`src/rtl/instruction_encoder.sv`:
```
// instruction_encoder: packs decoded RV32I fields plus a 32-bit immediate into
// instruction words, range-checking the immediate for the opcode's format and
// expanding an out-of-range load-immediate (ADDI rd, x0, imm) into LUI + ADDI.
module instruction_encoder (
  input  logic        clock,
  input  logic        reset_n,
  input  logic        in_valid,
  output logic        in_ready,
  input  logic [6:0]  in_opcode,
  input  logic [4:0]  in_rd,
  input  logic [4:0]  in_rs1,
  input  logic [4:0]  in_rs2,
  input  logic [2:0]  in_funct3,
  input  logic [6:0]  in_funct7,
  input  logic [31:0] in_imm,
  output logic        out_valid,
  input  logic        out_ready,
  output logic [31:0] out_inst,
  output logic        out_error,
  output logic        out_last
);

  localparam int unsigned INST_W = 32;
  localparam int unsigned OPC_W  = 7;
  localparam int unsigned HI_W   = 20;
  localparam int unsigned LO_W   = 12;

  // Major opcodes (RV32I base plus FP load/store)
  localparam logic [OPC_W-1:0] OPC_LOAD     = 7'h03;
  localparam logic [OPC_W-1:0] OPC_LOAD_FP  = 7'h07;
  localparam logic [OPC_W-1:0] OPC_OP_IMM   = 7'h13;
  localparam logic [OPC_W-1:0] OPC_AUIPC    = 7'h17;
  localparam logic [OPC_W-1:0] OPC_STORE    = 7'h23;
  localparam logic [OPC_W-1:0] OPC_STORE_FP = 7'h27;
  localparam logic [OPC_W-1:0] OPC_OP       = 7'h33;
  localparam logic [OPC_W-1:0] OPC_LUI      = 7'h37;
  localparam logic [OPC_W-1:0] OPC_BRANCH   = 7'h63;
  localparam logic [OPC_W-1:0] OPC_JALR     = 7'h67;
  localparam logic [OPC_W-1:0] OPC_JAL      = 7'h6F;

  typedef enum logic [1:0] {
    ST_EMPTY = 2'd0,
    ST_FINAL = 2'd1,
    ST_FIRST = 2'd2
  } state_t;

  state_t              state_q, state_d;
  logic [INST_W-1:0]   pend_q, pend_d;
  logic                valid_d, error_d, last_d;
  logic [INST_W-1:0]   inst_d;

  logic                i_ok, b_ok, j_ok, u_ok, sh_ok;
  logic                is_shift;
  logic [HI_W-1:0]     li_hi;
  logic [LO_W-1:0]     li_lo;

  logic [INST_W-1:0]   enc_inst;
  logic [INST_W-1:0]   enc_addi;
  logic                enc_err;
  logic                enc_two;
  logic                accept, fire, load_new;

  // Immediate range checks: sign-extension bits must all agree, alignment as required
  assign i_ok  = (&in_imm[31:11]) | ~(|in_imm[31:11]);
  assign b_ok  = ((&in_imm[31:12]) | ~(|in_imm[31:12])) & ~in_imm[0];
  assign j_ok  = ((&in_imm[31:20]) | ~(|in_imm[31:20])) & ~in_imm[0];
  assign u_ok  = ~(|in_imm[11:0]);
  assign sh_ok = ~(|in_imm[31:5]);
  assign is_shift = (in_funct3 == 3'b001) || (in_funct3 == 3'b101);

  // LUI upper part compensates for the sign of the ADDI lower part
  assign li_hi = in_imm[31:12] + HI_W'(in_imm[11]);
  assign li_lo = in_imm[11:0];

  // Field scatter for the incoming instruction, plus the pending ADDI of an expansion
  always_comb begin
    enc_inst = '0;
    enc_addi = '0;
    enc_err  = 1'b0;
    enc_two  = 1'b0;
    case (in_opcode)
      OPC_LOAD, OPC_LOAD_FP, OPC_JALR: begin
        enc_inst = {in_imm[11:0], in_rs1, in_funct3, in_rd, in_opcode};
        enc_err  = ~i_ok;
      end
      OPC_OP_IMM: begin
        if (is_shift) begin
          enc_inst = {in_funct7, in_imm[4:0], in_rs1, in_funct3, in_rd, in_opcode};
          enc_err  = ~sh_ok;
        end else if ((in_funct3 == 3'b000) && (in_rs1 == 5'd0) && !i_ok) begin
          enc_inst = {li_hi, in_rd, OPC_LUI};
          enc_addi = {li_lo, in_rd, 3'b000, in_rd, OPC_OP_IMM};
          enc_two  = (li_lo != '0);
        end else begin
          enc_inst = {in_imm[11:0], in_rs1, in_funct3, in_rd, in_opcode};
          enc_err  = ~i_ok;
        end
      end
      OPC_STORE, OPC_STORE_FP: begin
        enc_inst = {in_imm[11:5], in_rs2, in_rs1, in_funct3, in_imm[4:0], in_opcode};
        enc_err  = ~i_ok;
      end
      OPC_BRANCH: begin
        enc_inst = {in_imm[12], in_imm[10:5], in_rs2, in_rs1, in_funct3,
                    in_imm[4:1], in_imm[11], in_opcode};
        enc_err  = ~b_ok;
      end
      OPC_LUI, OPC_AUIPC: begin
        enc_inst = {in_imm[31:12], in_rd, in_opcode};
        enc_err  = ~u_ok;
      end
      OPC_JAL: begin
        enc_inst = {in_imm[20], in_imm[10:1], in_imm[11], in_imm[19:12], in_rd, in_opcode};
        enc_err  = ~j_ok;
      end
      OPC_OP: begin
        enc_inst = {in_funct7, in_rs2, in_rs1, in_funct3, in_rd, in_opcode};
      end
      default: begin
        enc_inst = '0;
        enc_err  = 1'b1;
      end
    endcase
  end

  // Next-state and output-register logic for the single output stage
  always_comb begin
    state_d  = state_q;
    pend_d   = pend_q;
    valid_d  = out_valid;
    inst_d   = out_inst;
    error_d  = out_error;
    last_d   = out_last;
    load_new = 1'b0;

    in_ready = (state_q == ST_EMPTY) || ((state_q == ST_FINAL) && out_ready);
    accept   = in_valid && in_ready;
    fire     = out_valid && out_ready;

    case (state_q)
      ST_EMPTY: begin
        load_new = accept;
      end
      ST_FIRST: begin
        if (fire) begin
          state_d = ST_FINAL;
          inst_d  = pend_q;
          error_d = 1'b0;
          last_d  = 1'b1;
          pend_d  = '0;
        end
      end
      ST_FINAL: begin
        if (fire) begin
          if (accept) begin
            load_new = 1'b1;
          end else begin
            state_d = ST_EMPTY;
            valid_d = 1'b0;
          end
        end
      end
      default: begin
        state_d = ST_EMPTY;
        valid_d = 1'b0;
      end
    endcase

    if (load_new) begin
      valid_d = 1'b1;
      inst_d  = enc_inst;
      error_d = enc_err;
      last_d  = ~enc_two;
      pend_d  = enc_two ? enc_addi : '0;
      state_d = enc_two ? ST_FIRST : ST_FINAL;
    end
  end

  // State, pending ADDI and registered outputs
  always_ff @(posedge clock or negedge reset_n) begin
    if (!reset_n) begin
      state_q   <= ST_EMPTY;
      pend_q    <= '0;
      out_valid <= 1'b0;
      out_inst  <= '0;
      out_error <= 1'b0;
      out_last  <= 1'b0;
    end else begin
      state_q   <= state_d;
      pend_q    <= pend_d;
      out_valid <= valid_d;
      out_inst  <= inst_d;
      out_error <= error_d;
      out_last  <= last_d;
    end
  end

endmodule
```
`config.mk`:
```
export PLATFORM = sky130hd
export DESIGN_NAME = instruction_encoder
export DESIGN_NICKNAME = d
export VERILOG_FILES = /design/src/rtl/instruction_encoder.sv
export SDC_FILE = /design/constraint.sdc
export NUM_CORES = 1
export LEC_CHECK = 0
export ABC_AREA = 0
export CAP_MARGIN = 20
export CORE_MARGIN = 2
export CORE_UTILIZATION = 55
export CTS_BUF_LIST = sky130_fd_sc_hd__clkbuf_8
export DETAILED_ROUTE_END_ITERATION = 10
export PLACE_DENSITY = 0.89
export SLEW_MARGIN = 20
export SYNTH_ARGS = -nofsm -noshare
export SYNTH_HDL_FRONTEND = slang
export SYNTH_SLANG_ARGS = --single-unit
```
`constraint.sdc`:
```
create_clock -name clock -period 2.9 [get_ports clock]
set_clock_uncertainty 0.05 [all_clocks]
set_input_delay 0.29 -clock clock [delete_from_list [all_inputs] [get_ports clock]]
set_output_delay 0.29 -clock clock [all_outputs]
set_load 0.005 [all_outputs]
```
# --- Word-level counts from Yosys, hierarchy flattened ---
# Cells that the tools add are included.
totals:
  register_bits: 69
  wordCells: 108
op_classes:
  addsub: 1
  eq_ne: 20
  muxes: 38
  n_bitwise: 13
  reduce_logical: 30
op_table:
  columns: ["operator", "count"]
  rows:
  - ["two-way mux 32 bit", 12]
  - ["one-hot mux 32 bit (7 select lines)", 1]
  - ["== test 7 x 6 -> 1 bit (second input constant)", 4]
  - ["OR reduction 27 bit", 1]
  - ["OR reduction 12 bit", 2]
  - ["== test 7 bit (second input constant)", 3]
  - ["AND reduction 21 bit", 1]
  - ["OR reduction 21 bit", 1]
  - ["adder 20 x 1 -> 20 bit", 1]
  - ["AND reduction 20 bit", 1]
  - ["OR reduction 20 bit", 1]
  - ["two-way mux 1 bit", 16]
  - ["== test 7 x 5 -> 1 bit (second input constant)", 2]
  - ["AND reduction 12 bit", 1]
  - ["nonzero test 12 bit", 1]
  - ["two-way mux 2 bit", 5]
  - ["inequality test 3 bit (second input constant)", 3]
  - ["inverter 1 bit", 8]
  - ["== test 7 x 2 -> 1 bit (second input constant)", 1]
  - ["== test 7 x 3 -> 1 bit (second input constant)", 1]
  - ["one-hot mux 1 bit (6 select lines)", 1]
  - ["one-hot mux 2 bit (3 select lines)", 1]
  - ["OR reduction 2 bit", 3]
  - ["logical AND 1 bit", 5]
  - ["other kinds (20)", 26]

# --- Depth between registers and ports, before layout ---
# Gate-level depths: netlist (run 1).
depth:
  depth_word: 10
  mapped_depth: 9
  ltp_nobuf: 8

# --- Least setup slack after synthesis (run 1) ---
# Ideal clock, no wire load.
synth_timing:
  path_type: "in2reg"
  from: "input in_opcode[6]"
  to: "register out_inst[21]"
  arrival_time_ns: 1.927
  setup_slack_ns: 0.829
  path_stages: 8
  path_buffers: 2
  path_cell_list: "buf_6 or3b_4 or4_4 buf_6 nor2_4 nand2_2 o21a_1 a221oi_2"
synth_between:
  elab_chain_len: 4
synth_lines:
  columns: ["element", "line", "text"]
  rows:
  - ["start: declaration", "9", "input logic [6:0] in_opcode,"]
  - ["== test 7 x 2 -> 1 bit (tied with other cells)", "81", "case (in_opcode)"]
  - ["OR reduction 3 bit / OR reduction 2 bit (equally long branches)", "81", null]
  - ["one-hot mux 32 bit (7 select lines) *", "81", null]
  - ["two-way mux 32 bit *", "169", "if (load_new) begin"]
  - ["end signal: assignment", "192", "out_inst <= inst_d;"]
  - ["end: declaration", "18", "output logic [31:0] out_inst,"]
# Every way passes the cells marked *; elsewhere a longest branch is shown, timed or not.
# A chain may end at the register's enable or synchronous reset.

# --- Worst setup path in the final report (run 1) ---
layout_timing:
  from: "input in_imm[16]"
  to: "register out_inst[29]"
layout_between:
  elab_chain_len: 9
layout_lines:
  columns: ["element", "line", "text"]
  rows:
  - ["start: declaration", "15", "input logic [31:0] in_imm,"]
  - ["branches (longest 5 deep; another with adder 20 x 1 -> 20 bit)", null, null]
  - ["two-way mux 32 bit *", "90", "end else if ((in_funct3 == 3'b000) && (in_rs1 == 5'd0) && !i_ok) begin"]
  - ["two-way mux 32 bit *", "87", "if (is_shift) begin"]
  - ["one-hot mux 32 bit (7 select lines) *", "81", null]
  - ["two-way mux 32 bit *", "169", null]
# Mark *: on every way between the ends.

==> results of run 1 <==
cell usage after synthesis (5+ instances only):
library cell / instances / area (µm²)
a22oi_1: 8 / 60.06
dfrtp_1: 55 / 1376
o22ai_1: 9 / 56.30
a221oi_1: 15 / 131.4
a22o_1: 22 / 192.7
nand4_1: 7 / 43.79
xnor2_1: 10 / 87.58
inv_1: 8 / 30.03
nand3_1: 17 / 85.08
clkbuf_1: 25 / 93.84
a31oi_1: 12 / 75.07
nor4_1: 11 / 68.82
o21ai_0: 28 / 140.1
xor2_1: 6 / 52.55
nand2b_1: 5 / 31.28
o21a_1: 8 / 60.06
nor2_1: 38 / 142.6
nor3_1: 8 / 40.04
a21oi_1: 19 / 95.09
and3_1: 10 / 62.56
nand2_1: 56 / 210.2
routing by layer:
layer,global-route usage (%),up-vias,routed length [µm]
li1,-,1998,-
met1,54.29,2171,5819
met2,65.14,432,7100
met3,7.929,92,1971
met4,16.12,0,704
met5,0,-,0
worst max path at each step:
stage	end	depth (start not counted)	slack, ps	start
3_5_place_dp	out_inst[29]	7	180	in_imm[15]
6_report	out_inst[29]	7	470	in_imm[16]
2_1_floorplan	out_inst[21]	8	830	in_opcode[6]
3_3_place_gp	out_inst[29]	7	170	in_imm[15]
4_1_cts	out_inst[29]	7	500	in_imm[15]
5_1_grt	out_inst[29]	8	330	in_imm[12]
flip-flops by register name (all words and copies together), names as in the netlist:
name       cells
out_inst      32
pend_q        18
state_q        2
out_error      1
out_last       1
out_valid      1
worst max-delay path, stage by stage:
cell and delay (ps):
clkdlybuf4s50_1 570, nor4_1 400, nand4b_1 260, a2bb2o_2 350
nor2_4 90, or3_1 390, a31oi_1 250
power by group:
group / internal [W] / switching [W] / total (W)
clock network: 0.000174 / 0.000293 / 0.000468
registers: 0.000929 / 0.000108 / 0.00104
logic: 0.000621 / 0.000523 / 0.00114
total: 0.00172 / 0.000924 / 0.00265
metrics by stage:
stage                     hold slack (ps)  worst slack (ps)
final                               226.4             474.6
after floorplan                    -55.59             829.0
after detailed placement            32.22             177.1
after CTS                           231.3             496.8
after global placement              28.78             165.9
after global routing                238.5             328.0
logic make-up (layout without fill, tap and decap cells):
| logic type | Yosys count | in the layout | share of synthesized area [%] |
|---|---|---|---|
| AO/OA/AOI/OAI | 165 | 165 | 30.79 |
| XOR/XNOR | 16 | 16 | 3.588 |
| adder cells (fa/ha/maj) | 4 | 4 | 1.218 |
| buffers and inverters | 39 | 150 | 4.229 |
| flip-flops | 55 | 55 | 35.25 |
| multiplexers | 6 | 6 | 1.602 |
| AND/OR/NAND/NOR | 179 | 179 | 23.33 |
area by class of cell:
cell class	instances	area [µm²]	share of cell area [%]
Sequential cell	55	1376	26.19
Clock inverter	3	22.52	0.4286
Tap cell	96	120.1	2.286
Clock buffer	5	68.82	1.310
Multi-Input combinational cell	370	2364	44.98
Timing Repair Buffer	134	1274	24.24
Inverter	8	30.03	0.5714
==> results.md, run 1 <==
- Fin. max-slew vios: 0
- Relative area change from synthesis to final layout: 34.57%
- Final Hold Vio Count: 0
- Cell Count, Final, Fillers Out: 671
- Arrival time reported for the critical path endpoint: 2600 ps
- Overall fraction of global-route tracks in use: 40.63%
- Pin count of the biggest net entering global routing: 35
- Class of the most critical setup path: in -> reg
- Root Buffer: clkbuf_8
- Hold buffer count at CTS: 1
- Dpl hpwl: 12010 µm
- Core occupancy in the finished layout: 76.92%
- Share of flip-flops with an asynchronous set or reset: 100.0%
- Most common flop cell mapped by yosys: dfrtp_1
- TritonRoute pass-1 iters: 6
- Global-route wire length before repair: 24160 µm
- Layout cell share with drive strength beyond 1: 10.43%
- Commonest non-fill, non-tap cells in the layout: clkdlybuf4s50_1, nand2_1, dfrtp_1, nor2_1, buf_4
- Area of the mapped netlist: 3905 µm²
- Total grt overflow: 0
- Required @ worst endpoint: 3070 ps
- Clock transition at the registers of the reported paths: 110 ps
- Bufs on Longest Clock Path: 2
- Number of max-cap violations: 0
- Via count of the first global-routing pass: 4541
- Time the worst path needs with I/O delays and setup: 2425 ps
- Clock latency on the worst-skew pair: 320 ps
- Number of antenna violations at the first check in global routing: 0
- Number of DRC violations after detailed-routing iteration 0: 734
- Initial core utilization: 57.16%
- RD Place Congestion: 1.021
- TritonCTS clock tree: yes
- Total via count after detailed routing: 4693
- Number of vias per cell after detailed routing: 6.994
- Total Neg Setup Slack: 0 ps
- Core Rows: 30
- Setup slack, reg-to-reg: 780 ps
- Terminus of the critical flop-to-flop path: out_inst[31]
- Instance count of the mapped netlist: 464
- Die X: 88.26 µm
- Total wirelength of the detailed-routed design: 15600 µm
- Nature of the critical path endpoint: flip-flop
- Flip-flop and latch count after synthesis: 55
- R2R depth: 6
- Number of antenna-violating nets in the routed design: 0
- Post-CTS Resized: 0
- Average size of a mapped cell: 8.416 µm²
- Number of synthesized flops with an enable pin: 0
- IR Drop Worst-Case VDD: 0.0003898 V
- Top-level port count: 104
- Clk sinks: 55
- Startpoint Class: primary input
- Post-CTS Repair Setup Buffers: 0
- Worst Hold Class: in -> async
- Measured slew at the worst slew-check pin: 675.6 ps
- Total Power Consumption: 0.002648 W
- Standard cell area after detailed placement: 5154 µm²
- Final-stage net count: 645
- Unrepaired setup endpoints after global routing: false
- Slew headroom: 54.96%
- Final clock period utilization by the worst path: 83.64%
- Post-route cell area: 5255 µm²
- Number of buffers created by CTS: 5
- Fill cell count: 506
- H-Tree Depth: 2
- Count of unresolved DRC violations after routing: 0
- Post-synthesis cell type count: 65
- Drt wl/cell: 23.24 µm
- Run status: finished, final reports clean
- Net count of the mapped netlist: 535
- Post-Place Cells: 662
- Number of warnings issued by yosys: 0
- Final count of negative-setup-slack endpoints: 0
- Die Outline Area: 7790 µm²
- Share of synthesized area occupied by flip-flops and latches: 35.25%
- Y dimension of the die: 88.26 µm
- Core box area: 6832 µm²
- Leakage dissipation: 2.116 nW
- Count of input and output buffers: 103
- Reg-to-Reg Start: out_valid
- Maximum fanout count along the critical path: 8
- Most common cell after layout, fill and taps aside: clkdlybuf4s50_1
- Antenna diode count: 0
- Timing-limited maximum frequency: 412.3 MHz
- Pwr dens: 504.0 nW/µm²
(Power assumes the default switching activity.)
==> run 2, diff against run 1 <==
CORE_UTILIZATION = 46   (was 55)
PLACE_DENSITY = 0.79   (was 0.89)
clock period = 2.2 ns   (was 2.9 ns; I/O delays follow)
==> run 2 against run 1 <==
Cell count is 16% higher; hold slack worse by 0.81 ps; design area is 18% higher; clock-buffer cell count stayed put; sequential power is 32% higher; die area is 19% higher; global-route usage is 4.7 points lower.
==> results.md, run 2 (synthesis gave the netlist of run 1 again) <==
- Final clock period utilization by the worst path: 99.61%
- Clk network pwr share: 18.9% (was 17.7%)
- Most common cell after layout, fill and taps aside: buf_4 (was clkdlybuf4s50_1)
- Crit path buffers/inverters: 2 (was 1)
- Final count of negative-setup-slack endpoints: 0 (unchanged)
- Net Sw Power: 0.001226 W (was 0.0009240 W)
- Relative area change from synthesis to final layout: 58.19% (was 34.57%)
- Worst Hold Class: in -> async (unchanged)
- Switching portion of total power: 33.10% (was 34.89%)
- Routing usage on met1: 49.15% (was 54.29%)
- Core Rows: 33 (was 30)
- Total wirelength of the detailed-routed design: 16430 µm (was 15600 µm)
- Clk sinks: 55 (unchanged)
- Arrival time reported for the critical path endpoint: 2350 ps (was 2600 ps)
- Cell Count, Final, Fillers Out: 778 (was 671)
- Global-route wire length before repair: 24950 µm (was 24160 µm)
- Number of max-cap violations: 0 (unchanged)
- Count of input and output buffers: 103 (unchanged)
- TritonRoute pass-1 iters: 5 (was 6)
- Drt wl/cell: 21.11 µm (was 23.24 µm)
- Measured slew at the worst slew-check pin: 971.6 ps (was 675.6 ps)
- Number of flip-flops in the largest register: 32 (unchanged)
- Overall fraction of global-route tracks in use: 35.94% (was 40.63%)
- IR Drop Worst-Case VDD: 0.0002881 V (was 0.0003898 V)
- Register with the highest flop count: out_inst (unchanged)
- Biggest regs: out_inst (32), pend_q (18), state_q (2) (unchanged)
- Post-Place Cells: 768 (was 662)
- Number of antenna violations at the first check in global routing: 0 (unchanged)
- Clock latency on the worst-skew pair: 310 ps (was 320 ps)
- Leakage dissipation: 2.651 nW (was 2.116 nW)
- Pwr dens: 599.7 nW/µm² (was 504.0 nW/µm²)
- Most Used Layer, Global Route: met2 (unchanged)
- Die Outline Area: 9242 µm² (was 7790 µm²)
- Final Hold Vio Count: 0 (unchanged)
- Series of cell instances along the critical path: clkdlybuf4s50_1 -> or3b_4 -> buf_4 -> or2_2 -> nor3_1 -> o2111ai_1 -> a221oi_1 (was clkdlybuf4s50_1 -> nor4_1 -> nand4b_1 -> a2bb2o_2 -> nor2_4 -> or3_1 -> a31oi_1)
- Dpl hpwl: 12940 µm (was 12010 µm)
- Global Route met2 Usage: 57.52% (was 65.14%)
- Timing-limited maximum frequency: 456.3 MHz
- Fill cell count: 589 (was 506)
- Total grt overflow: 0 (unchanged)
- Fin. max-slew vios: 0 (unchanged)
- Startpoint Class: primary input (unchanged)
- Slowest-stage cell, CP: clkdlybuf4s50_1 (unchanged)
- Commonest non-fill, non-tap cells in the layout: buf_4, clkdlybuf4s50_1, nand2_1, dfrtp_1, nor2_1 (was clkdlybuf4s50_1, nand2_1, dfrtp_1, nor2_1, buf_4)
- Unrepaired setup endpoints after global routing: true (was false)
- Total via count after detailed routing: 4912 (was 4693)
- Seq pwr share: 37.0% (was 39.2%)
- Initial core utilization: 47.53% (was 57.16%)
- Post-Place Worst Slack: -339.5 ps (was 177.1 ps)
- Critical path's largest stage delay: 470 ps (was 570 ps)
- Nature of the critical path endpoint: flip-flop (unchanged)
- Core box area: 8217 µm² (was 6832 µm²)
- Slew headroom: 35.15% (was 54.96%)
- Number of DRC violations after detailed-routing iteration 0: 658 (was 734)
- Core occupancy in the finished layout: 75.18% (was 76.92%)
- Final critical-path setup slack: 8.635 ps (was 474.6 ps)
- Antenna diode count: 0 (unchanged)
- Portion of total power attributed to combinational logic: 44.1% (was 43.2%)
- Internal cell power: 0.002478 W (was 0.001724 W)
- Layout cell share with drive strength beyond 1: 26.00% (was 10.43%)
- H-Tree Depth: 2 (unchanged)
- Time the worst path needs with I/O delays and setup: 2191 ps
- Final-stage net count: 744 (was 645)
- Number of vias per cell after detailed routing: 6.314 (was 6.994)
- Bufs on Longest Clock Path: 2 (unchanged)
- Top-level port count: 104 (unchanged)
- Pin count of the biggest net entering global routing: 50 (was 35)
- Die X: 96.14 µm (was 88.26 µm)
- Run status: finished, final reports clean (unchanged)
- Number of antenna-violating nets in the routed design: 0 (unchanged)
- Count of unresolved DRC violations after routing: 0 (unchanged)
- Total Neg Setup Slack: 0 ps (unchanged)
- TritonCTS clock tree: yes (unchanged)
- Required @ worst endpoint: 2360 ps (was 3070 ps)
- Class of the most critical setup path: in -> reg (unchanged)
- Clock transition at the registers of the reported paths: 110 ps (about the same)
- Number of buffers created by CTS: 5 (unchanged)
- Root Buffer: clkbuf_8 (unchanged)
- Y dimension of the die: 96.14 µm (was 88.26 µm)
- Cell family with the largest share of critical-path delay: simple AND/OR/NAND/NOR gates (unchanged)
- GR met3 Demand/Resource: 6.186% (was 7.929%)
- Via count of the first global-routing pass: 4681 (was 4541)
- RD Place Congestion: 1.018 (was 1.021)
- Maximum fanout count along the critical path: 5 (was 8)
-- run 2: changes by cell type in the layout (fill, tap and decap cells not counted), sizes merged --
cell	delta
bufinv	+1
clkdlybuf4s50	-1
dlymetal6s2s	+1
buf	+99
inv	-1
clkinv	-2
clkinvlp	+1
-- run 2: worst paths after layout --
path,slack [ps],cells past startpoint,startpoint,endpoint
max in group asynchronous,1330,3,reset_n,out_inst[8]
min,230,2,reset_n,out_inst[2]
max reg2reg,140,5,out_valid,pend_q[26]
min reg2reg,430,2,out_inst[5],out_inst[5]
max,9,7,in_opcode[4],out_inst[31]
min in group clock,380,4,in_imm[12],out_inst[12]
-- run 2: area by class of cell --
type	instances	area (µm²)	area share (%)
clock buffers	5	68.82	1.114
clock inverters	2	37.54	0.6077
inverters	8	30.03	0.4861
multi-input cells	370	2476	40.09
flip-flops and latches	55	1376	22.28
well taps	105	131.4	2.127
repair buffers	233	2057	33.30
-- run 2: power groups by stage --
stage	Combinational [W]	Sequential (W)	Clock, W
global route	0.00175	0.00139	0.000737
CTS	0.00161	0.00137	0.000694
finish	0.00163	0.00137	0.000701
floorplan	0.000608	0.00138	0
detailed placement	0.00159	0.00139	0
global placement	0.00155	0.00137	0
-- run 2: metal layers --
metal	share of wire, %	wire length [µm]
met1	41	6695
met2	46	7541
met3	11	1764
met4	2.6	424
met5	0	0
-- run 2: timing repair --
action                     CTS  global route
setup endpoints to repair    2            40
gates resized for setup      1            19
setup buffers                1             1
pin swaps                    1             5
hold endpoints to repair     6             0
hold buffers                 1             0
-- run 2: metrics by stage --
stage               hold slack (ps)  power (W)  cell area, µm²
floorplan                    -125.6   0.001987            3905
global placement              42.71   0.002923            5918
detailed placement            45.19   0.002976            5921
CTS                           237.5   0.003667            6065
global route                  270.7   0.003878            6177
finish                        225.6   0.003704            6177
-- run 2: worst register-to-register path, cell delays in order, from the launching register on --
cell and delay (ps):
dfrtp_1 450, nand2_1 150, a21oi_1 110, nor2_2 770
buf_4 310, a22o_1 160
